### src/rtl/snake_pkg.sv
// Shared constants for the snake game IR front end: arrow-key codes,
// NEC nominal pulse widths, receiver FSM states and small helpers.
package snake_pkg;

  localparam logic [31:0] UP    = 32'h20DF6A95;
  localparam logic [31:0] DOWN  = 32'h20DFEA15;
  localparam logic [31:0] LEFT  = 32'h20DF1AE5;
  localparam logic [31:0] RIGHT = 32'h20DF9A65;

  localparam int unsigned NOM_LEAD_US  = 9000;
  localparam int unsigned NOM_SPACE_US = 4500;
  localparam int unsigned NOM_RPT_US   = 2250;
  localparam int unsigned NOM_BIT_US   = 562;
  localparam int unsigned NOM_ONE_US   = 1687;

  localparam int unsigned CNT_W = 20;

  typedef enum logic [2:0] {
    IDLE,
    LEAD_LOW,
    LEAD_HIGH,
    BIT_LOW,
    BIT_HIGH,
    STOP
  } ir_state_t;

  // Cycle count for (nom_us * pct / 100) microseconds at clk_hz.
  function automatic logic [CNT_W-1:0] win_bound(input int unsigned nom_us,
                                                 input int unsigned clk_hz,
                                                 input int unsigned pct);
    logic [63:0] prod;
    prod = 64'(nom_us) * 64'(clk_hz) * 64'(pct) / 64'd100_000_000;
    return CNT_W'(prod);
  endfunction

  function automatic logic is_arrow(input logic [31:0] c);
    return (c == UP) || (c == DOWN) || (c == LEFT) || (c == RIGHT);
  endfunction

endpackage

### src/rtl/ir_nec_receiver_edge_sync.sv
// Two-flop synchronizer for the raw IR line plus rise/fall edge pulses.
// Flops reset to 1 so an idle (high) line produces no edge after reset.
module ir_edge_sync (
  input  logic clk,
  input  logic reset,
  input  logic din,
  output logic rise,
  output logic fall
);

  // [0],[1] synchronizer stages; [2] previous synchronized level
  logic [2:0] sync_q;
  logic [2:0] sync_d;

  // shift the line through the synchronizer and history flop
  always_comb begin
    sync_d = {sync_q[1:0], din};
  end

  // synchronizer registers
  always_ff @(posedge clk or posedge reset) begin
    if (reset) sync_q <= '1;
    else       sync_q <= sync_d;
  end

  assign rise = sync_q[1] & ~sync_q[2];
  assign fall = ~sync_q[1] & sync_q[2];

endmodule

### src/rtl/ir_nec_receiver.sv
// NEC IR frame decoder: measures pulse widths between synchronized edges,
// shifts in 32 data bits MSB-first, validates the command complement and
// tracks the last accepted arrow key for the game logic.
module ir_nec_receiver
  import snake_pkg::*;
#(
  parameter int unsigned CLK_HZ     = 50_000_000,
  parameter int unsigned TOL_PCT    = 25,
  parameter int unsigned TIMEOUT_US = 12000
) (
  input  logic        clk,
  input  logic        reset,
  input  logic        ir_in,
  output logic [31:0] code,
  output logic        code_valid,
  output logic        repeat_seen,
  output logic        frame_err,
  output logic [31:0] direction
);

  localparam int unsigned LO_PCT = 100 - TOL_PCT;
  localparam int unsigned HI_PCT = 100 + TOL_PCT;

  localparam logic [CNT_W-1:0] LEAD_MIN  = win_bound(NOM_LEAD_US,  CLK_HZ, LO_PCT);
  localparam logic [CNT_W-1:0] LEAD_MAX  = win_bound(NOM_LEAD_US,  CLK_HZ, HI_PCT);
  localparam logic [CNT_W-1:0] SPACE_MIN = win_bound(NOM_SPACE_US, CLK_HZ, LO_PCT);
  localparam logic [CNT_W-1:0] SPACE_MAX = win_bound(NOM_SPACE_US, CLK_HZ, HI_PCT);
  localparam logic [CNT_W-1:0] RPT_MIN   = win_bound(NOM_RPT_US,   CLK_HZ, LO_PCT);
  localparam logic [CNT_W-1:0] RPT_MAX   = win_bound(NOM_RPT_US,   CLK_HZ, HI_PCT);
  localparam logic [CNT_W-1:0] BIT_MIN   = win_bound(NOM_BIT_US,   CLK_HZ, LO_PCT);
  localparam logic [CNT_W-1:0] BIT_MAX   = win_bound(NOM_BIT_US,   CLK_HZ, HI_PCT);
  localparam logic [CNT_W-1:0] ONE_MIN   = win_bound(NOM_ONE_US,   CLK_HZ, LO_PCT);
  localparam logic [CNT_W-1:0] ONE_MAX   = win_bound(NOM_ONE_US,   CLK_HZ, HI_PCT);
  localparam logic [CNT_W-1:0] TIMEOUT_CYC = win_bound(TIMEOUT_US, CLK_HZ, 100);

  function automatic logic in_win(input logic [CNT_W-1:0] w,
                                  input logic [CNT_W-1:0] lo,
                                  input logic [CNT_W-1:0] hi);
    return (w >= lo) && (w <= hi);
  endfunction

  logic ir_rise;
  logic ir_fall;

  ir_edge_sync u_sync (
    .clk   (clk),
    .reset (reset),
    .din   (ir_in),
    .rise  (ir_rise),
    .fall  (ir_fall)
  );

  ir_state_t        state_q, state_d;
  logic [CNT_W-1:0] cnt_q, cnt_d;
  logic [4:0]       bit_cnt_q, bit_cnt_d;
  logic [31:0]      shreg_q, shreg_d;
  logic             rpt_q, rpt_d;
  logic [31:0]      code_q, code_d;
  logic             code_valid_q, code_valid_d;
  logic             repeat_q, repeat_d;
  logic             err_q, err_d;
  logic [31:0]      dir_q, dir_d;

  // frame-level events handed from next-state logic to output logic
  logic ev_err;
  logic ev_frame;

  // width counter: restarts on every edge, saturates when the line is quiet
  always_comb begin
    cnt_d = cnt_q;
    if (ir_rise || ir_fall)  cnt_d = '0;
    else if (cnt_q != '1)    cnt_d = cnt_q + CNT_W'(1);
  end

  // state register
  always_ff @(posedge clk or posedge reset) begin
    if (reset) state_q <= IDLE;
    else       state_q <= state_d;
  end

  // datapath and output registers
  always_ff @(posedge clk or posedge reset) begin
    if (reset) begin
      cnt_q        <= '0;
      bit_cnt_q    <= '0;
      shreg_q      <= '0;
      rpt_q        <= 1'b0;
      code_q       <= '0;
      code_valid_q <= 1'b0;
      repeat_q     <= 1'b0;
      err_q        <= 1'b0;
      dir_q        <= '0;
    end else begin
      cnt_q        <= cnt_d;
      bit_cnt_q    <= bit_cnt_d;
      shreg_q      <= shreg_d;
      rpt_q        <= rpt_d;
      code_q       <= code_d;
      code_valid_q <= code_valid_d;
      repeat_q     <= repeat_d;
      err_q        <= err_d;
      dir_q        <= dir_d;
    end
  end

  // next-state: classify each edge by the width that preceded it
  always_comb begin
    state_d   = state_q;
    bit_cnt_d = bit_cnt_q;
    shreg_d   = shreg_q;
    rpt_d     = rpt_q;
    ev_err    = 1'b0;
    ev_frame  = 1'b0;
    case (state_q)
      IDLE: begin
        if (ir_fall) begin
          state_d = LEAD_LOW;
          rpt_d   = 1'b0;
        end
      end
      LEAD_LOW: begin
        if (ir_rise) begin
          if (in_win(cnt_q, LEAD_MIN, LEAD_MAX)) state_d = LEAD_HIGH;
          else                                  ev_err  = 1'b1;
        end
      end
      LEAD_HIGH: begin
        if (ir_fall) begin
          if (in_win(cnt_q, SPACE_MIN, SPACE_MAX)) begin
            state_d   = BIT_LOW;
            bit_cnt_d = '0;
            shreg_d   = '0;
          end else if (in_win(cnt_q, RPT_MIN, RPT_MAX)) begin
            state_d = STOP;
            rpt_d   = 1'b1;
          end else begin
            ev_err = 1'b1;
          end
        end
      end
      BIT_LOW: begin
        if (ir_rise) begin
          if (in_win(cnt_q, BIT_MIN, BIT_MAX)) state_d = BIT_HIGH;
          else                                ev_err  = 1'b1;
        end
      end
      BIT_HIGH: begin
        if (ir_fall) begin
          if (in_win(cnt_q, BIT_MIN, BIT_MAX) || in_win(cnt_q, ONE_MIN, ONE_MAX)) begin
            shreg_d   = {shreg_q[30:0], in_win(cnt_q, ONE_MIN, ONE_MAX)};
            bit_cnt_d = bit_cnt_q + 5'd1;
            state_d   = (bit_cnt_q == 5'd31) ? STOP : BIT_LOW;
          end else begin
            ev_err = 1'b1;
          end
        end
      end
      STOP: begin
        if (ir_rise) begin
          if (in_win(cnt_q, BIT_MIN, BIT_MAX)) begin
            ev_frame = 1'b1;
            state_d  = IDLE;
          end else begin
            ev_err = 1'b1;
          end
        end
      end
      default: state_d = IDLE;
    endcase
    if (state_q != IDLE && !ev_frame && cnt_q >= TIMEOUT_CYC) ev_err = 1'b1;
    if (ev_err) state_d = IDLE;
  end

  // outputs: commit a checked frame, pulse status flags
  always_comb begin
    code_d       = code_q;
    dir_d        = dir_q;
    code_valid_d = 1'b0;
    repeat_d     = 1'b0;
    err_d        = ev_err;
    if (ev_frame) begin
      if (rpt_q) begin
        repeat_d = 1'b1;
      end else if (shreg_q[15:8] == ~shreg_q[7:0]) begin
        code_d       = shreg_q;
        code_valid_d = 1'b1;
        if (is_arrow(shreg_q)) dir_d = shreg_q;
      end else begin
        err_d = 1'b1;
      end
    end
  end

  assign code        = code_q;
  assign code_valid  = code_valid_q;
  assign repeat_seen = repeat_q;
  assign frame_err   = err_q;
  assign direction   = dir_q;

endmodule

### config.mk
export PLATFORM = sky130hd
export DESIGN_NAME = ir_nec_receiver
export DESIGN_NICKNAME = d
export VERILOG_FILES = /design/src/rtl/snake_pkg.sv /design/src/rtl/ir_nec_receiver_edge_sync.sv /design/src/rtl/ir_nec_receiver.sv
export SDC_FILE = /design/constraint.sdc
export NUM_CORES = 1
export LEC_CHECK = 0
export CAP_MARGIN = 10
export CELL_PAD_IN_SITES_DETAIL_PLACEMENT = 1
export CELL_PAD_IN_SITES_GLOBAL_PLACEMENT = 1
export CORE_AREA = 2 2 114 138
export DETAILED_ROUTE_END_ITERATION = 16
export DIE_AREA = 0 0 116 140
export GPL_TIMING_DRIVEN = 0
export PLACE_DENSITY = 0.77
export SLEW_MARGIN = 5
export SYNTH_ARGS = -nofsm -noshare
export SYNTH_HDL_FRONTEND = slang
export SYNTH_HIERARCHICAL = 1
export SYNTH_SLANG_ARGS = --single-unit
### constraint.sdc
create_clock -name clk -period 4.7 [get_ports clk]
set_input_delay 0.94 -clock clk [delete_from_list [all_inputs] [get_ports clk]]
set_output_delay 0.94 -clock clk [all_outputs]
set_load 0.03 [all_outputs]
# [Word level (Yosys, flattened, before mapping)]
# Index checks and enable logic that the tools add are counted.
[totals] input_bits=3 ff_bits=131 word_cells=138
[op_classes] reduce_logical=24 order_cmp=11 bitwise=6 n_eq_ne=30 addsub=2 muxes=54
[ops] operator="$eq A32 B30 Y1 const B" count=4
[ops] operator="$mux W32" count=4
[ops] operator="$pmux W32 S2" count=1
[ops] operator="$mux W3" count=14
[ops] operator="$mux W20" count=2
[ops] operator="$ne A3 B3 Y1 const B" count=10
[ops] operator="$mux W1" count=25
[ops] operator="$add A20 B1 Y20 const B" count=1
[ops] operator="$ge A20 B15 Y1 const B" count=1
[ops] operator="$ge A20 B16 Y1 const B" count=1
[ops] operator="$ge A20 B17 Y1 const B" count=1
[ops] operator="$ge A20 B18 Y1 const B" count=1
[ops] operator="$ge A20 B19 Y1 const B" count=1
[ops] operator="$ge A20 B20 Y1 const B" count=1
[ops] operator="$le A20 B16 Y1 const B" count=1
[ops] operator="$le A20 B17 Y1 const B" count=1
[ops] operator="$le A20 B18 Y1 const B" count=1
[ops] operator="$le A20 B19 Y1 const B" count=1
[ops] operator="$le A20 B20 Y1 const B" count=1
[ops] operator="$mux W5" count=4
[ops] operator="$ne A20 B20 Y1 const B" count=1
[ops] operator="$pmux W3 S6" count=1
[ops] operator="$ne A2 B2 Y1 const B" count=7
[ops] operator="$reduce_and A11 Y1" count=1
[ops] operator="23 further kinds" count=41

# [Longest topological paths before layout]
[logic_depth] depth_word=12 mapped_depth=12 mapped_depth_nobuf=10

# [By module]
# The synthesis kept the hierarchy.
[by_module_without_submodules] module="ir_nec_receiver" instances=1 area_per_inst_um2=6373.6 seq_area_each_um2=3203.1 cells_each=670
[by_module_without_submodules] module="ir_edge_sync" instances=1 area_per_inst_um2=97.6 seq_area_each_um2=78.8 cells_each=6

# [Worst setup path before layout]
# OpenSTA, ideal clock, no wires.
[synth_path] path_kind="reg-to-reg" from="reg cnt_q[7]" to="reg dir_q[12], in the netlist direction[12]" slack_ps=1546 arrival_time_ps=3029 required_time_ps=4575 stages_incl_launch_ff=11 path_buffers=2 cell_sequence="dfrtp_1 -> or2_1 -> o311a_1 -> o21ai_1 -> o22ai_1 -> or2_1 -> or4_1 -> or4_1 -> buf_2 -> buf_6 -> mux2_4"
[synth_between] elab_chain_cells=6 elab_cells_between_ends=7 cone_classes="2 x order compare; 3 x mux; 2 x reduce/logical"
[synth_lines] element="start: declaration" line="ir_nec_receiver.sv:54" rtl="logic [CNT_W-1:0] cnt_q, cnt_d;"
[synth_lines] element="start signal: assignment" line="ir_nec_receiver.sv:94" rtl="cnt_q <= cnt_d;"
[synth_lines] element="$ge A20 B15 Y1 / $le A20 B16 Y1 (equally long branches)" line="ir_nec_receiver.sv:39" rtl="return (w >= lo) && (w <= hi);"
[synth_lines] element="$logic_and A1 B1 Y1 (*)" line="ir_nec_receiver.sv:39"
[synth_lines] element="$mux W1 (*)" line="ir_nec_receiver.sv:160" rtl="if (in_win(cnt_q, BIT_MIN, BIT_MAX)) begin"
[synth_lines] element="$mux W1 (*)" line="ir_nec_receiver.sv:159" rtl="if (ir_rise) begin"
[synth_lines] element="$mux W1 (*)" line="ir_nec_receiver.sv:114" rtl="case (state_q)"
[synth_lines] element="$reduce_and A4 Y1 (no source line) (*)"
[synth_lines] element="end signal: assignment" line="ir_nec_receiver.sv:102" rtl="dir_q <= dir_d;"
[synth_lines] element="end: declaration" line="ir_nec_receiver.sv:62" rtl="logic [31:0] dir_q, dir_d;"
# Mark *: on every way between the ends. The rest lies on a longest branch, timed or not.
# A chain may end at the register's enable or synchronous reset.

# [Worst setup path after layout]
[layout_path] from="reg cnt_q[1]" to="reg dir_q[4], in the netlist direction[4]"
# The elaborated chain is that of the path after synthesis.

==> flow_summary.yaml <==
timing:
  fin_crit_ns: 3.72
  timing.final.crit_share_pct: 79.1
  fin_ws_ns: 0.984
  final_hold_viol_count: 0
  rsz0062_at_grt: "no"
  tightest_slew_ns: 0.842
  final-setup-viol-count: 0
  report.final.slew_viol_count: 0
  slew_headroom_pct: 43.4
  finalClockSkew_ns: 0.00876
  fmax_mhz: 269
  whs_ns: 0.365
place:
  pre_cts_ws_ns: 1.00
  portBuffers: 69
  place_area_um2: 7450
  gp_congestion: 0.895
  hpwl_mm: 13.5
detailed_routing:
  first_pass_iters: 4
  vias: 5441
  viasPerCell: 5.54
  route.detailed.drc: 0
  detail_route.iter0.violations: 234
  drtAntennaViolNets: 0
  wl_per_cell_um: 18.9
  totalWireLength_mm: 18.6
power:
  total_power_w: 0.00293
  switchingPower_w: 0.000749
  swShare_pct: 25.6
  seqPwrFrac_pct: 39.9
  intPower_w: 0.00218
  cellLeakagePower_nw: 3.64
  combPwrFrac_pct: 10.5
  pwr-share-clk_pct: 49.6
  power_density_nw_per_um2: 362
  ir_worst_vdd_mv: 0.221
min_path:
  hold_path_class: "reg2reg"
logic_synthesis:
  synthArstFlopShare_pct: 100
  syn_inst: 676
  yosys_warnings: 6
  syn-mean-instance-area_um2: 9.57
  ys.flop_type: "dfrtp_1"
  synth_edf_count: 0
  synth.yosys.seq_area_share_pct: 50.7
  ys_types: 59
  syn_area_um2: 6470
  ys_ff_latch: 131
  synth_nets: 685
clock_network:
  clockRootBuffer: "clkbuf_16"
  post_cts_resize_count: 0
  h-tree-depth: 4
  holdBufCountCts: 0
  post_cts_buffers: 0
  cts_buffers: 17
  cts_tree: "yes"
  clockBufferDepth: 2
  clock-sinks: 131
  cts.clk_slew.worst_paths_ns: 0.06
  clkLatencyLatePin_ns: 0.43
global_route:
  grt_pass1_wl_mm: 30.5
  grt-busiest-layer: "met2"
  met3_usage_pct: 4.80
  grtUsageMet1_pct: 28.7
  grt_use_total_pct: 24.2
  grt_pass1_vias: 5839
  grt_max_degree: 100
  overflow: 0
  antenna_found_initial: 0
  grtUsageMet2_pct: 42.9
final_layout:
  seq_area_um2: 3280
  postLayoutCellArea_um2: 8100
  diodes: 0
  final_nets: 774
  syn2layout_area_growth_pct: 25.2
  multi_input_area_um2: 2830
  drive_above_1_share_pct: 8.10
  final_util_pct: 54.6
  fillers: 1681
die:
  num_io_pins: 70
  die_width_um: 116
  dieArea_um2: 16200
  rows: 49
  start_util_pct: 43.6
  core_area_um2: 14800
  die_h_um: 140
setup_path:
  worstPathArrival_ns: 4.02
  cp-end-kind: "register"
  worst-endpoint-required_ns: 5.01
  cp-start-kind: "register"
  path_class: "reg2reg"
  worstPathMaxFanout: 10
job:
  drv_cap: 0
run_status:
  status: "completed"
-- path summary, 6_finish.rpt --
path                            slack [ns]                         end  cells after the start                       start
worst min register to register        0.37  u_sync/sync_q[1]$_DFF_PP1_                      0  u_sync/sync_q[0]$_DFF_PP1_
worst max-delay path                  0.98    direction[4]$_DFFE_PP0P_                     11        cnt_q[1]$_DFFE_PP0P_
worst min-delay path                  0.37  u_sync/sync_q[1]$_DFF_PP1_                      0  u_sync/sync_q[0]$_DFF_PP1_
max in group asynchronous             3.00       cnt_q[12]$_DFFE_PP0P_                      3                       reset
min in group asynchronous             0.90        cnt_q[1]$_DFFE_PP0P_                      2                       reset
worst max register to register        0.98    direction[4]$_DFFE_PP0P_                     11        cnt_q[1]$_DFFE_PP0P_
-- placed cells by master (no fill, tap or decap), types with 6 or more instances in the layout --
cell               n
nand2b_1          17
nand2_1           92
clkdlybuf4s50_1   69
ha_1               6
buf_2              7
xor2_1             7
dfrtp_1          128
nand4_1           13
and2_1            14
mux2i_1           36
mux2_4             6
xnor2_1           17
nand3_1           15
inv_1             43
nor3_1            20
nor4_1             9
clkbuf_1          39
o21ai_0           53
nor2_1            41
a21oi_1           16
clkbuf_16         17
-- synth_stat cells, types with 14 or more instances --
cell      number  area (um^2)
and2_1        14         87.6
clkbuf_1      39          146
nor2_1        41          154
mux2i_1       36          360
nor3_1        20          100
inv_1         44          165
xnor2_1       17          149
o21ai_0       53          265
nand2_1       92          345
a21oi_1       16         80.1
nand2b_1      17          106
nand3_1       15         75.1
dfrtp_1      128         3200
-- logic make-up after synthesis --
| family | Yosys count | synth area share (%) |
|---|---|---|
| flops | 131 | 50.7 |
| fa+ha+maj | 6 | 1.16 |
| buf+inv | 92 | 5.59 |
| mux | 46 | 7.66 |
| simple gates | 267 | 21.1 |
| xor+xnor | 24 | 3.25 |
| compound gates | 110 | 10.6 |
-- critical path: stages, from the launching register on --
cell,delay (ns)
dfrtp_1,0.48
ha_1,0.27
nor3_1,0.06
o311a_1,0.33
o21ai_1,0.15
o22ai_1,0.18
or2_1,0.31
or4_1,0.61
or4_1,0.55
buf_2,0.18
buf_6,0.16
mux2_4,0.30
-- area by class of cell --
class / instances / area share (%)
timing repair buffer: 70 / 8.86
buffer: 48 / 2.42
clock buffer: 19 / 5.59
clock inverter: 13 / 2.46
multi-input combinational: 453 / 34.9
tap: 204 / 3.15
sequential: 131 / 40.5
inverter: 44 / 2.10
-- state kept, by name, indices dropped and copies added, names as in the netlist --
| signal | cells |
|---|---|
| rpt_q | 1 |
| bit_cnt_q | 5 |
| code_valid | 1 |
| state_q | 3 |
| cnt_q | 20 |
| u_sync/sync_q | 3 |
| code | 32 |
| shreg_q | 32 |
| frame_err | 1 |
| repeat_seen | 1 |
| direction | 32 |
-- power by group through the flow --
stage / clock network [W] / logic (W) / registers [W]
after floorplan: 0 / 0.000214 / 0.00119
after global placement: 0 / 0.000291 / 0.00119
after detailed placement: 0 / 0.000307 / 0.00119
after CTS: 0.00147 / 0.000309 / 0.00117
after global routing: 0.00153 / 0.000343 / 0.00117
final: 0.00145 / 0.000308 / 0.00117
-- routing by layer --
layer | vias to the layer above | wire, um
li1 | 2494 | -
met5 | - | 0
met4 | 0 | 458
met3 | 38 | 600
met2 | 130 | 9860
met1 | 2779 | 7680
-- stage by stage --
step / cells / TNS (ns)
global route: 982 / 0
floorplan: 676 / 0
detailed placement: 950 / 0
global placement: 949 / -186.55
finish: 982 / 0
CTS: 982 / 0
Power figures use the tool's default switching activity.
